===== config.mk =====
export PLATFORM = sky130hd
export DESIGN_NAME = lr35902_dbg_seq
export DESIGN_NICKNAME = d
export VERILOG_FILES = /design/src/rtl/lr35902_dbg_pkg.sv /design/src/rtl/lr35902_dbg_buf.sv /design/src/rtl/lr35902_dbg_seq.sv
export SDC_FILE = /design/constraint.sdc
export NUM_CORES = 1
export LEC_CHECK = 0
export ABC_CLOCK_PERIOD_IN_PS = 7100
export BUFFER_PORTS_ARGS = -buffer_cell sky130_fd_sc_hd__buf_2
export CAP_MARGIN = 10
export CORE_MARGIN = 10
export CORE_UTILIZATION = 62
export CTS_CLUSTER_DIAMETER = 200
export CTS_CLUSTER_SIZE = 12
export DETAILED_ROUTE_END_ITERATION = 6
export GPL_TIMING_DRIVEN = 1
export HOLD_SLACK_MARGIN = 0.03
export PLACE_DENSITY = 0.8
export SLEW_MARGIN = 10
export SYNTH_ARGS = -nofsm -noshare
export SYNTH_HDL_FRONTEND = slang
export SYNTH_SLANG_ARGS = --single-unit

===== constraint.sdc =====
create_clock -name cpu_clk -period 7.1 [get_ports cpu_clk]
set_input_delay 0.355 -clock cpu_clk [delete_from_list [all_inputs] [get_ports cpu_clk]]
set_output_delay 0.355 -clock cpu_clk [all_outputs]
set_load 0.01 [all_outputs]

===== src/rtl/lr35902_dbg_pkg.sv =====
// lr35902_dbg_pkg: shared command codes, sequencer states and sizing defaults for the debug sequencer
package lr35902_dbg_pkg;

   localparam int DBG_DEPTH  = 24;
   localparam int DBG_SETTLE = 24;

   typedef enum logic [1:0] {
      OP_HALT  = 2'd0,
      OP_RUN   = 2'd1,
      OP_STEP  = 2'd2,
      OP_NOINC = 2'd3
   } dbg_op_e;

   typedef enum logic [1:0] {
      S_IDLE   = 2'd0,
      S_SETTLE = 2'd1,
      S_STEP   = 2'd2,
      S_FIN    = 2'd3
   } dbg_state_e;

endpackage


===== src/rtl/lr35902_dbg_buf.sv =====
// lr35902_dbg_buf: injection script RAM and probe capture RAM, both with registered reads
module lr35902_dbg_buf #(
   parameter int DEPTH = 24,
   parameter int AW    = 5
) (
   input  logic          cpu_clk,
   input  logic          reset,
   input  logic          scr_we_i,
   input  logic [AW-1:0] scr_waddr_i,
   input  logic [8:0]    scr_wdata_i,
   input  logic          scr_re_i,
   input  logic [AW-1:0] scr_raddr_i,
   output logic [8:0]    scr_rdata_o,
   input  logic          cap_we_i,
   input  logic [AW-1:0] cap_waddr_i,
   input  logic [7:0]    cap_wdata_i,
   input  logic [AW-1:0] cap_raddr_i,
   output logic [7:0]    cap_rdata_o
);

   logic [8:0] scr_mem [DEPTH];
   logic [7:0] cap_mem [DEPTH];
   logic [8:0] scr_rdata_q;
   logic [7:0] cap_rdata_q;

   // Memory writes; addresses beyond the table are dropped
   always_ff @(posedge cpu_clk) begin
      if (scr_we_i && int'(scr_waddr_i) < DEPTH) scr_mem[scr_waddr_i] <= scr_wdata_i;
      if (cap_we_i && int'(cap_waddr_i) < DEPTH) cap_mem[cap_waddr_i] <= cap_wdata_i;
   end

   // Script read register doubles as the drv/data output stage, so it clears on reset and holds when idle
   always_ff @(posedge cpu_clk) begin
      if (reset) scr_rdata_q <= '0;
      else if (scr_re_i) scr_rdata_q <= int'(scr_raddr_i) < DEPTH ? scr_mem[scr_raddr_i] : '0;
   end

   // Capture read port, free-running; a same-cycle write is seen on the following read
   always_ff @(posedge cpu_clk) begin
      cap_rdata_q <= int'(cap_raddr_i) < DEPTH ? cap_mem[cap_raddr_i] : '0;
   end

   assign scr_rdata_o = scr_rdata_q;
   assign cap_rdata_o = cap_rdata_q;

endmodule


===== src/rtl/lr35902_dbg_seq.sv =====
// lr35902_dbg_seq: cycle-level debug sequencer owning the CPU halt/no_inc/drv/data controls
module lr35902_dbg_seq
   import lr35902_dbg_pkg::*;
#(
   parameter int DEPTH         = DBG_DEPTH,
   parameter int AW            = $clog2(DEPTH),
   parameter int SETTLE        = DBG_SETTLE,
   parameter bit HALT_ON_RESET = 1'b1
) (
   input  logic          cpu_clk,
   input  logic          reset,
   input  logic          cmd_valid_i,
   output logic          cmd_ready_o,
   input  logic [1:0]    cmd_op_i,
   input  logic [AW-1:0] cmd_arg_i,
   input  logic          scr_we_i,
   input  logic [AW-1:0] scr_addr_i,
   input  logic [8:0]    scr_wdata_i,
   input  logic [AW-1:0] cap_addr_i,
   output logic [7:0]    cap_rdata_o,
   input  logic          break_in_i,
   input  logic [7:0]    probe_i,
   output logic          halt_o,
   output logic          no_inc_o,
   output logic          drv_o,
   output logic [7:0]    data_o,
   output logic          halted_o,
   output logic          busy_o,
   output logic          done_o,
   output logic          err_o,
   output logic          brk_o
);

   localparam int CW = $clog2(SETTLE > DEPTH ? SETTLE : DEPTH);

   dbg_state_e    state_q, state_d;
   logic [CW-1:0] cnt_q, cnt_d;
   logic [AW-1:0] len_q, len_d;
   logic          halt_q, halt_d, halted_q, halted_d, no_inc_q, no_inc_d;
   logic          err_pend_q, err_pend_d, brk_pend_q, brk_pend_d;
   logic          done_q, done_d, err_q, err_d, brk_q, brk_d;
   logic          brk_req, accept, scr_re;
   logic [AW-1:0] scr_raddr;
   logic [8:0]    scr_rdata;

   assign brk_req     = break_in_i & ~halt_q;
   assign cmd_ready_o = (state_q == S_IDLE) & ~brk_req;
   assign accept      = cmd_valid_i & cmd_ready_o;

   // Next-state logic; the script is prefetched one entry ahead so drv/data are registered for step cycle k
   always_comb begin
      state_d    = state_q;
      cnt_d      = cnt_q;
      len_d      = len_q;
      halt_d     = halt_q;
      halted_d   = halted_q;
      no_inc_d   = no_inc_q;
      err_pend_d = err_pend_q;
      brk_pend_d = brk_pend_q;
      done_d     = 1'b0;
      err_d      = 1'b0;
      brk_d      = 1'b0;
      scr_re     = 1'b0;
      scr_raddr  = '0;
      unique case (state_q)
         S_IDLE: begin
            if (brk_req) begin
               halt_d     = 1'b1;
               cnt_d      = '0;
               state_d    = S_SETTLE;
               brk_pend_d = 1'b1;
               err_pend_d = 1'b0;
            end else if (accept) begin
               state_d    = S_FIN;
               err_pend_d = 1'b0;
               brk_pend_d = 1'b0;
               unique case (dbg_op_e'(cmd_op_i))
                  OP_HALT: begin
                     if (!halted_q) begin
                        halt_d  = 1'b1;
                        cnt_d   = '0;
                        state_d = S_SETTLE;
                     end
                  end
                  OP_RUN: begin
                     halt_d   = 1'b0;
                     no_inc_d = 1'b0;
                     halted_d = 1'b0;
                  end
                  OP_NOINC: begin
                     if (halted_q) no_inc_d = cmd_arg_i[0];
                     else err_pend_d = 1'b1;
                  end
                  OP_STEP: begin
                     if (!halted_q || cmd_arg_i > AW'(DEPTH - 1)) err_pend_d = 1'b1;
                     else begin
                        state_d = S_STEP;
                        cnt_d   = '0;
                        len_d   = cmd_arg_i;
                        halt_d  = 1'b0;
                        scr_re  = 1'b1;
                     end
                  end
               endcase
            end
         end
         S_SETTLE: begin
            if (cnt_q == CW'(SETTLE - 1)) begin
               halted_d = 1'b1;
               state_d  = S_FIN;
            end else cnt_d = cnt_q + 1'b1;
         end
         S_STEP: begin
            halt_d    = 1'b1;
            scr_raddr = AW'(cnt_q + 1'b1);
            if (cnt_q == CW'(len_q)) state_d = S_FIN;
            else begin
               cnt_d  = cnt_q + 1'b1;
               scr_re = 1'b1;
            end
         end
         S_FIN: begin
            state_d = S_IDLE;
            done_d  = 1'b1;
            err_d   = err_pend_q;
            brk_d   = brk_pend_q;
         end
      endcase
   end

   // State and output registers
   always_ff @(posedge cpu_clk) begin
      if (reset) begin
         state_q    <= S_IDLE;
         cnt_q      <= '0;
         len_q      <= '0;
         halt_q     <= HALT_ON_RESET;
         halted_q   <= HALT_ON_RESET;
         no_inc_q   <= 1'b0;
         err_pend_q <= 1'b0;
         brk_pend_q <= 1'b0;
         done_q     <= 1'b0;
         err_q      <= 1'b0;
         brk_q      <= 1'b0;
      end else begin
         state_q    <= state_d;
         cnt_q      <= cnt_d;
         len_q      <= len_d;
         halt_q     <= halt_d;
         halted_q   <= halted_d;
         no_inc_q   <= no_inc_d;
         err_pend_q <= err_pend_d;
         brk_pend_q <= brk_pend_d;
         done_q     <= done_d;
         err_q      <= err_d;
         brk_q      <= brk_d;
      end
   end

   lr35902_dbg_buf #(.DEPTH(DEPTH), .AW(AW)) u_buf (
      .cpu_clk     (cpu_clk),
      .reset       (reset),
      .scr_we_i    (scr_we_i & (state_q != S_STEP)),
      .scr_waddr_i (scr_addr_i),
      .scr_wdata_i (scr_wdata_i),
      .scr_re_i    (scr_re),
      .scr_raddr_i (scr_raddr),
      .scr_rdata_o (scr_rdata),
      .cap_we_i    (state_q == S_STEP),
      .cap_waddr_i (AW'(cnt_q)),
      .cap_wdata_i (probe_i),
      .cap_raddr_i (cap_addr_i),
      .cap_rdata_o (cap_rdata_o)
   );

   assign halt_o   = halt_q;
   assign no_inc_o = no_inc_q;
   assign drv_o    = (state_q == S_STEP) & scr_rdata[8];
   assign data_o   = scr_rdata[7:0];
   assign halted_o = halted_q;
   assign busy_o   = state_q != S_IDLE;
   assign done_o   = done_q;
   assign err_o    = err_q;
   assign brk_o    = brk_q;

endmodule


==> results.yml, run 1 <==
synthesis:
  ys_seq_area_frac: 0.7289
  ys_top_cells_by_area: "edfxtp_1 (69%), mux4_2 (10%), dfxtp_1 (4.2%), a221oi_1 (1.5%), nor2_1 (1.4%)"
  synth-seq-cells: 445
  yosysWarnings: 0
  syn_inst: 1010
  ys.flop_type: "edfxtp_1"
  syn_nets: 1062
  synth_edf_count: 408
  syn_avg_cell_area_um2: 17.65
  yosys.area.top_type_share: 0.6873
  syn_area_um2: 17830
  yosysTopAreaCell: "edfxtp_1"
  async_flop_share: 0
  netlist-cell-type-count: 63
worst_setup_path:
  slowest_delay_ns: 1.17
  slowest_stage: "ha_2"
  worstSetupEndpointType: "flip-flop"
  worstSetupPathType: "reg -> reg"
  arrival_ns: 5.08
  startpoint_type: "flip-flop"
  cp_max_fo: 50
  worstPathRequired_ns: 7.53
  worstPathCellList: "inv_2, ha_2, inv_1, o311ai_0, o21ai_0, a32oi_1, o21ai_1"
sta:
  worst-slew-pin-transition_ns: 1.187
  relSlewSlack: 0.2058
  fin_crit_ns: 4.656
  setup_tns_ns: 0
  hold_violations: 0
  rsz0062_at_grt: "false"
  finalCritPeriodShare: 0.6557
  drv_slew: 0
  finClkSkew_ns: 0.03239
  clock.fmax_mhz: 214.8
  setup_viol: 0
global_route:
  grt_pass1_vias: 9799
  grt.busiest_layer: "met2"
  antenna_found_initial: 1
  grt_pass1_wl_um: 59020
  use_met1: 0.2761
  met2_usage: 0.3599
  grt-ovfl-total: 0
  grt_usage: 0.2151
  grt_start_max_net_pins: 51
  globalRouteMet3Util: 0.04010
clocking:
  cts_resized: 0
  holdBufCountCts: 0
  cts.sinks: 445
  worstSkewPairLatency_ns: 0.55
  cts_buffers: 43
  cts_buffer_depth: 3
  cts-root-buf: "clkbuf_16"
  cts_setup_buffers: 0
  clk_pin_slew_ns: 0.06
  htreeDepth: 2
  cts_tree: "done"
die:
  core_um2: 28550
  die-area_um2: 35930
  die-height_um: 189.6
  fp.dieW_um: 189.6
  rows: 62
  start_util: 0.6244
  pin_count: 64
placed_design:
  io_buffers: 63
  hpwlAfterDp_um: 23410
  globalplace.congestion: 0.8302
detailed_routing:
  firstDrtPassIters: 5
  ant_nets: 0
  first_iter_violations: 904
  wl_um: 38420
  drt-wirelength-per-cell_um: 25.94
  via_per_inst: 6.454
  drcViolationCount: 0
  vias: 9558
layout:
  n_antenna_cell: 0
  area_growth_pct: 9.904
  multi_input_area_um2: 4337
  final_common_cell: "edfxtp_1"
  regArea_um2: 12990
  final_nets: 1115
  final_cell_mix: "edfxtp_1 (408), mux4_2 (80), nor2_1 (67), buf_2 (63), clkbuf_16 (43)"
  drive_above_1_share: 0.1960
  postLayoutCoreUtil: 0.6863
  fill_cells: 1815
worst_hold_path:
  hold_path.class: "in -> reg"
flow_run:
  maxCapViolations: 0
run_status:
  status: "finished clean"
power_and_ir_drop:
  leakage_nw: 6.337
  ir_drop_uv: 224.1
  power_density_nw_per_um2: 308.4
-- cell usage after synthesis (all sizes together) (2+ instances only) --
| library cell | number |
|---|---|
| a211oi | 15 |
| a21boi | 2 |
| a21o | 2 |
| a21oi | 21 |
| a221oi | 31 |
| a22oi | 2 |
| a2bb2oi | 7 |
| a31o | 2 |
| a41oi | 3 |
| and2 | 13 |
| buf | 51 |
| clkbuf | 15 |
| dfxtp | 37 |
| edfxtp | 408 |
| ha | 13 |
| inv | 34 |
| mux2 | 2 |
| mux2i | 24 |
| mux4 | 80 |
| nand2 | 29 |
| nand2b | 3 |
| nand3 | 19 |
| nand3b | 9 |
| nor2 | 67 |
| nor2b | 4 |
| nor3 | 23 |
| nor3b | 2 |
| o211ai | 6 |
| o21a | 6 |
| o21ai | 24 |
| o221ai | 3 |
| o22ai | 16 |
| o31ai | 8 |
| or3 | 2 |
| or3b | 2 |
| xnor2 | 3 |
| xor2 | 6 |
-- worst paths after layout --
check / startpoint / depth (start not counted) / slack [ns] / endpoint
worst min register to register: err_pend_q / 1 / 0.46 / err_o
worst max register to register: cnt_q[0] / 7 / 2.44 / u_buf.scr_rdata_o[7]
worst max-delay path: cnt_q[0] / 7 / 2.44 / u_buf.scr_rdata_o[7]
worst min-delay path: cmd_arg_i[1] / 3 / 0.07 / len_q[1]
-- worst max-delay path: cells and delay by family (launching register included) --
kind	cells	cell delay (ns)
buffers and inverters	2	1.37
adders and majority gates	1	1.17
AOI/OAI and AO/OA	4	1.00
DFF	1	0.97
-- report_power, final --
group	internal, W	leakage, nW	switching [W]
sequential	0.00292	3.97	0.0000516
combinational	0.000370	1.77	0.000608
clock	0.00115	0.598	0.000940
total	0.00444	6.34	0.00160
-- logic make-up after synthesis --
group,Yosys count,synth area share
and+or+nand+nor,179,0.04822
AOI/OAI and AO/OA,158,0.06394
buffers and inverters,100,0.02815
muxes,106,0.1158
DFF,445,0.7289
adders and majority gates,13,0.009125
xor gates and xnor gates,9,0.005896
-- layer usage --
| metal | vias up | wire length, um | part of all wire |
|---|---|---|---|
| met5 | - | 13 | 0.00034 |
| met2 | 490 | 19190 | 0.50 |
| met1 | 4824 | 14790 | 0.38 |
| met4 | 2 | 1461 | 0.038 |
| li1 | 4153 | - | - |
| met3 | 89 | 2965 | 0.077 |
-- sequential cells by signal, indices dropped and copies added, names as in the netlist, 2 cells and up --
signal             flops
cnt_q                  5
len_q                  5
state_q                2
u_buf.cap_mem        192
u_buf.cap_rdata_o      8
u_buf.scr_mem        216
u_buf.scr_rdata_o      9
-- cell type report --
cell class,count,share of cell area
Sequential cell,445,0.6632
Multi-Input combinational cell,465,0.2214
Clock buffer,75,0.06106
Tap cell,384,0.02452
Timing Repair Buffer,74,0.02031
Inverter,34,0.006514
Clock inverter,4,0.003066
-- through the flow --
stage	total power (W)	instances	hold slack, ns	cell area, um2	worst slack (ns)
6_report	0.006043	1481	0.07392	19590	2.444
2_1_floorplan	0.003732	1010	0.4269	17830	4.518
4_1_cts	0.006067	1481	0.05600	19590	2.442
3_3_place_gp	0.003964	1402	0.4489	18340	2.641
5_1_grt	0.006259	1481	0.09846	19590	2.057
3_5_place_dp	0.003995	1402	0.4530	18340	2.490
(Power assumes the default switching activity.)
==> inputs of run 2 (changes only) <==
Settings changed: ABC_CLOCK_PERIOD_IN_PS 7100 to 4150, CORE_UTILIZATION 62 to 56, PLACE_DENSITY 0.8 to 0.76.
Clock period 7.1 ns to 4.15 ns, I/O delays scaled along.
==> run 2 against run 1 <==
- highest routed layer is now met4
- combinational power rose by 81%
- design area grew 0.55%
- clock-buffer cell count shrank 4
- core utilization decreased by 6.0 points
- flip-flop and latch count stayed put
- via count is 0.20% lower
- non-clock buffer count increased by 11
- worst hold slack lost 0.0019 ns
- first-iteration DRC count decreased by 2.1%
- worst setup slack got worse by 1.3 ns
- register-to-register slack got worse by 1.3 ns
==> results.yml, run 2 (synthesis results as in run 1) <==
clocking:
  cts-root-buf: "clkbuf_16"
  cts_buffers: 43
  cts.sinks: 445
  cts_buffer_depth: 3
  clk_pin_slew_ns: 0.06
  holdBufCountCts: 6
  worstSkewPairLatency_ns: 0.55
  cts_tree: "done"
  htreeDepth: 2
  cts_resized: 0
  cts_setup_buffers: 0
worst_setup_path:
  reg2regPathDepth: 8
  worstSetupEndpointType: "flip-flop"
  rrSetupSlack_ns: 1.13
  endpoint: "u_buf.scr_rdata_o[5]"
  worstPathRequired_ns: 4.58
  cp_max_fo: 35
  arrival_ns: 3.45
  startpoint_type: "flip-flop"
  crit_start: "state_q[0]"
  slowest_delay_ns: 0.69
  reg2reg_to: "u_buf.scr_rdata_o[5]"
  worstPathCellList: "inv_1, ha_1, buf_4, and2_1, mux4_2, nand3_1, nand2_1, a41o_1"
  worstSetupPathType: "reg -> reg"
  slowest_stage: "and2_1"
  timing.rr.start: "state_q[0]"
global_route:
  grt_pass1_vias: 9703
  grt_usage: 0.2010
  grt_start_max_net_pins: 49
  globalRouteMet3Util: 0.03734
  antenna_found_initial: 0
  use_met1: 0.2612
  grt_pass1_wl_um: 59850
  grt.busiest_layer: "met2"
  met2_usage: 0.3399
  grt-ovfl-total: 0
layout:
  finalNonFillerCells: 1506
  largest_reg_flops: 216
  area_growth_pct: 10.51
  final_nets: 1126
  final_cell_mix: "edfxtp_1 (408), mux4_2 (80), nor2_1 (67), buf_2 (62), clkbuf_16 (44)"
  largest-register: "u_buf.scr_mem"
  drive_above_1_share: 0.1995
  final_common_cell: "edfxtp_1"
  postLayoutCoreUtil: 0.6259
  finalInstanceArea_um2: 19700
power_and_ir_drop:
  leakage_nw: 6.381
  sw_frac_of_total: 0.2631
  ir_drop_uv: 407.0
  power_frac_seq: 0.487
  pwr-share-clk: 0.342
  power.switching_w: 0.002728
  p_comb_frac: 0.171
  p_int_w: 0.007641
  power_density_nw_per_um2: 526.4
sta:
  clock.fmax_mhz: 330.8
  rsz0062_at_grt: "false"
  fin_crit_ns: 3.023
  finalCritPeriodShare: 0.7284
  setup_slack_ns: 1.127
  relSlewSlack: 0.2588
  drv_slew: 0
  setup_viol: 0
  worst-slew-pin-transition_ns: 1.108
  finClkSkew_ns: 0.02315
  setup_tns_ns: 0
  hold_violations: 0
placed_design:
  io_buffers: 63
  placed_area_um2: 18400
  dp.cells: 1425
  globalplace.congestion: 0.8593
  preCtsSetupSlack_ns: 1.182
  hpwlAfterDp_um: 25120
detailed_routing:
  firstDrtPassIters: 5
  ant_nets: 0
  via_per_inst: 6.334
  first_iter_violations: 885
  drcViolationCount: 0
  vias: 9539
  drt-wirelength-per-cell_um: 26.04
  wl_um: 39220
run_status:
  status: "finished clean"
die:
  die-height_um: 198.4
  fp.dieW_um: 198.4
  start_util: 0.5664
  pin_count: 64
  rows: 65
  core_um2: 31470
  die-area_um2: 39370
flow_run:
  maxCapViolations: 0
worst_hold_path:
  hold_path.class: "in -> reg"
  holdPathStages: 2
  holdCritStartpoint: "reset"
-- run 2: metal layers --
metal | wire length, um | vias up | share of wire
li1 | - | 4168 | -
met1 | 15110 | 4846 | 0.39
met2 | 20020 | 458 | 0.51
met3 | 3104 | 67 | 0.079
met4 | 990 | 0 | 0.025
met5 | 0 | - | 0
-- run 2: area by class of cell --
| class | count | area (um2) |
|---|---|---|
| Sequential cell | 445 | 12990 |
| Fill cell | 2149 | 11780 |
| Multi-Input combinational cell | 465 | 4337 |
| Clock buffer | 71 | 1202 |
| Tap cell | 402 | 503.0 |
| Timing Repair Buffer | 85 | 498.0 |
| Inverter | 34 | 127.6 |
| Clock inverter | 3 | 36.28 |
| Antenna cell | 1 | 2.502 |
-- run 2: power by group through the flow --
stage / Clock, W / Sequential (W) / Combinational, W
final: 0.00355 / 0.00505 / 0.00177
after global routing: 0.00376 / 0.00505 / 0.00192
after CTS: 0.00359 / 0.00505 / 0.00177
after detailed placement: 0 / 0.00514 / 0.00176
after global placement: 0 / 0.00514 / 0.00172
after floorplan: 0 / 0.00513 / 0.00125
-- run 2: worst min path at each step --
| stage | endpoint | slack (ns) |
|---|---|---|
| 3_5_place_dp | len_q[1] | 0.49 |
| 2_1_floorplan | u_buf.cap_mem[0][0] | 0.31 |
| 5_1_grt | brk_pend_q | 0.07 |
| 3_3_place_gp | len_q[0] | 0.48 |
| 6_report | state_q[0] | 0.07 |
| 4_1_cts | brk_pend_q | 0.06 |
-- run 2: worst max-delay path, delay by kind of cell, from the launching register on --
kind / cells / cell delay [ns]
AND/OR/NAND/NOR: 3 / 0.91
buffers and inverters: 2 / 0.53
adder cells (fa/ha/maj): 1 / 0.44
multiplexers: 1 / 0.43
flip-flops: 1 / 0.34
AO/OA/AOI/OAI: 1 / 0.25
-- run 2: stage by stage --
stage	total power, W	hold WS [ns]
floorplan	0.006385	0.3064
global placement	0.006860	0.4821
detailed placement	0.006897	0.4880
CTS	0.01040	0.05551
global route	0.01073	0.06820
finish	0.01037	0.07199
==> inputs of run 3 (changes only) <==
Settings changed: ABC_AREA from default to 1, ABC_CLOCK_PERIOD_IN_PS 4150 to 2740.
Clock period 4.15 ns to 2.74 ns, I/O delays scaled along.
==> run 3 against run 2 <==
- critical path type unchanged
- non-clock buffer count increased by 60
- design area increased by 4.8%
- via count increased by 32%
- largest cell class unchanged
- die area increased by 2.2%
==> results.yml, run 3 <==
run_status:
  status: "finished clean"
worst_setup_path:
  reg2reg_to: "u_buf.scr_mem[2][1]"
  arrival_ns: 2.75
  cp_max_fo: 9
  worstPathRequired_ns: 2.96
  worstSetupPathType: "reg -> reg"
  timing.rr.start: "state_q[0]"
  worstSetupEndpointType: "flip-flop"
  rrSetupSlack_ns: 0.22
  reg2regPathDepth: 8
  startpoint_type: "flip-flop"
synthesis:
  syn_inst: 1581
  ys_seq_area_frac: 0.7114
  synth-seq-cells: 445
  ys_top_cells_by_area: "edfxtp_1 (67%), nand3_1 (6.7%), nand2_1 (6.2%), nor2_1 (4.1%), dfxtp_1 (4.1%)"
  netlist-cell-type-count: 29
  yosys.area.top_type_share: 0.6709
  async_flop_share: 0
  yosysTopAreaCell: "edfxtp_1"
  yosysWarnings: 0
  syn_avg_cell_area_um2: 11.55
  synth.most_common_cell: "edfxtp_1"
  synth_common_cells: "edfxtp_1 (408), nand2_1 (301), nand3_1 (244), nor2_1 (200), o21ai_0 (108)"
  ys.flop_type: "edfxtp_1"
  syn_nets: 1633
  synth_edf_count: 408
  syn_area_um2: 18260
die:
  start_util: 0.5642
  fp.dieW_um: 200.6
  pin_count: 64
  core_um2: 32370
  rows: 66
  die-area_um2: 40230
  die-height_um: 200.6
detailed_routing:
  vias: 12560
  drt-wirelength-per-cell_um: 20.76
  ant_nets: 0
  via_per_inst: 5.845
  drcViolationCount: 0
  wl_um: 44620
  first_iter_violations: 1366
  firstDrtPassIters: 6
sta:
  hold_violations: 0
  fin_crit_ns: 2.522
  worst-slew-pin-transition_ns: 0.6833
  rsz0062_at_grt: "false"
  drv_slew: 0
  clock.fmax_mhz: 396.5
  setup_viol: 0
  setup_slack_ns: 0.2182
  relSlewSlack: 0.5445
  finClkSkew_ns: 0.02153
  setup_tns_ns: 0
  finalCritPeriodShare: 0.9204
layout:
  final_nets: 1729
  drive_above_1_share: 0.1137
  final_cell_mix: "edfxtp_1 (408), nand2_1 (300), nand3_1 (244), nor2_1 (200), o21ai_0 (108)"
  final_common_cell: "edfxtp_1"
  largest-register: "u_buf.scr_mem"
  largest_reg_flops: 216
  area_growth_pct: 13.08
  finalNonFillerCells: 2149
clocking:
  cts-root-buf: "clkbuf_16"
  worstSkewPairLatency_ns: 0.54
  htreeDepth: 2
  cts_tree: "done"
  clk_pin_slew_ns: 0.06
  cts.sinks: 445
  cts_buffer_depth: 3
  cts_buffers: 43
  cts_resized: 0
worst_hold_path:
  holdPathStages: 1
  holdCritStartpoint: "probe_i[1]"
  hold-path-endpoint: "u_buf.cap_mem[1][1]"
  hold_path.class: "in -> reg"
placed_design:
  io_buffers: 63
  hpwlAfterDp_um: 27050
  globalplace.congestion: 0.9091
  preCtsSetupSlack_ns: 0.2790
  dp.cells: 2065
global_route:
  antenna_found_initial: 2
  grt_pass1_wl_um: 69390
  grt_usage: 0.2161
  grt_start_max_net_pins: 66
  grt-ovfl-total: 0
  grt_pass1_vias: 12610
power_and_ir_drop:
  power_density_nw_per_um2: 793.3
  ir_drop_uv: 620.5
  leakage_nw: 7.500
flow_run:
  maxCapViolations: 0
run 3: critical path, cell delays in order, from the launching register on:
cell and delay (ns):
dfxtp_1 0.37, inv_1 0.09, ha_2 0.25, inv_1 0.25, nand2_1 0.09, a21oi_1 0.29, nand3_1 0.42, nor2_1 0.24
buf_4 0.21
run 3: timing repair:
item                                    in CTS  in global routing
setup buffers                                0                  0
endpoints found under the setup margin       0                  0
hold buffers                                 9                  0
hold endpoints to repair                    25                  0
run 3: logic make-up after synthesis:
family	after synthesis	synth area share
buffers and inverters	158	0.03741
adder cells (fa/ha/maj)	13	0.008907
AND/OR/NAND/NOR	759	0.1747
XOR/XNOR	1	0.0004797
AO/OA/AOI/OAI	205	0.06707
flip-flops	445	0.7114
run 3: worst max-delay path by stage:
stage / start / end / slack [ns] / cells past startpoint
3_3_place_gp: state_q[0] / u_buf.scr_mem[2][6] / 0.39 / 8
3_5_place_dp: state_q[0] / u_buf.scr_mem[2][7] / 0.28 / 8
4_1_cts: state_q[0] / u_buf.scr_mem[2][1] / 0.24 / 8
5_1_grt: state_q[0] / u_buf.scr_mem[2][1] / 0.03 / 8
6_report: state_q[0] / u_buf.scr_mem[2][1] / 0.22 / 8
2_1_floorplan: cnt_q[0] / u_buf.scr_rdata_o[0] / 0.43 / 14
run 3: final cells by class:
type / instances / area, um2
clock buffers: 71 / 1202
well taps: 442 / 553.0
fillers: 2428 / 11720
flip-flops and latches: 445 / 12990
clock inverters: 3 / 36.28
inverters: 64 / 240.2
repair buffers: 145 / 1016
diodes: 1 / 2.502
multi-input cells: 978 / 4608
run 3: metal layers:
| layer | GRT usage | routed length, um | vias to the layer above |
|---|---|---|---|
| met5 | 0 | 0 | - |
| met4 | 0.07628 | 1346 | 0 |
| met3 | 0.03582 | 3573 | 105 |
| met2 | 0.3827 | 23120 | 616 |
| met1 | 0.2619 | 16580 | 6029 |
| li1 | - | - | 5811 |
run 3: through the flow:
step / instance area (um2) / power, W / util / hold WS, ns
finish: 20650 / 0.01638 / 0.6379 / 0.07421
global route: 20650 / 0.01709 / 0.6379 / 0.08196
CTS: 20650 / 0.01642 / 0.6379 / 0.06454
detailed placement: 19320 / 0.01109 / 0.5968 / 0.4422
global placement: 19320 / 0.01100 / 0.5968 / 0.4259
floorplan: 18260 / 0.01004 / - / 0.2061
run 3: power by group:
| part | switching (W) | total, W | internal, W |
|---|---|---|---|
| combinational | 0.00226 | 0.00322 | 0.000961 |
| sequential | 0.000147 | 0.00779 | 0.00764 |
| clock | 0.00239 | 0.00538 | 0.00299 |
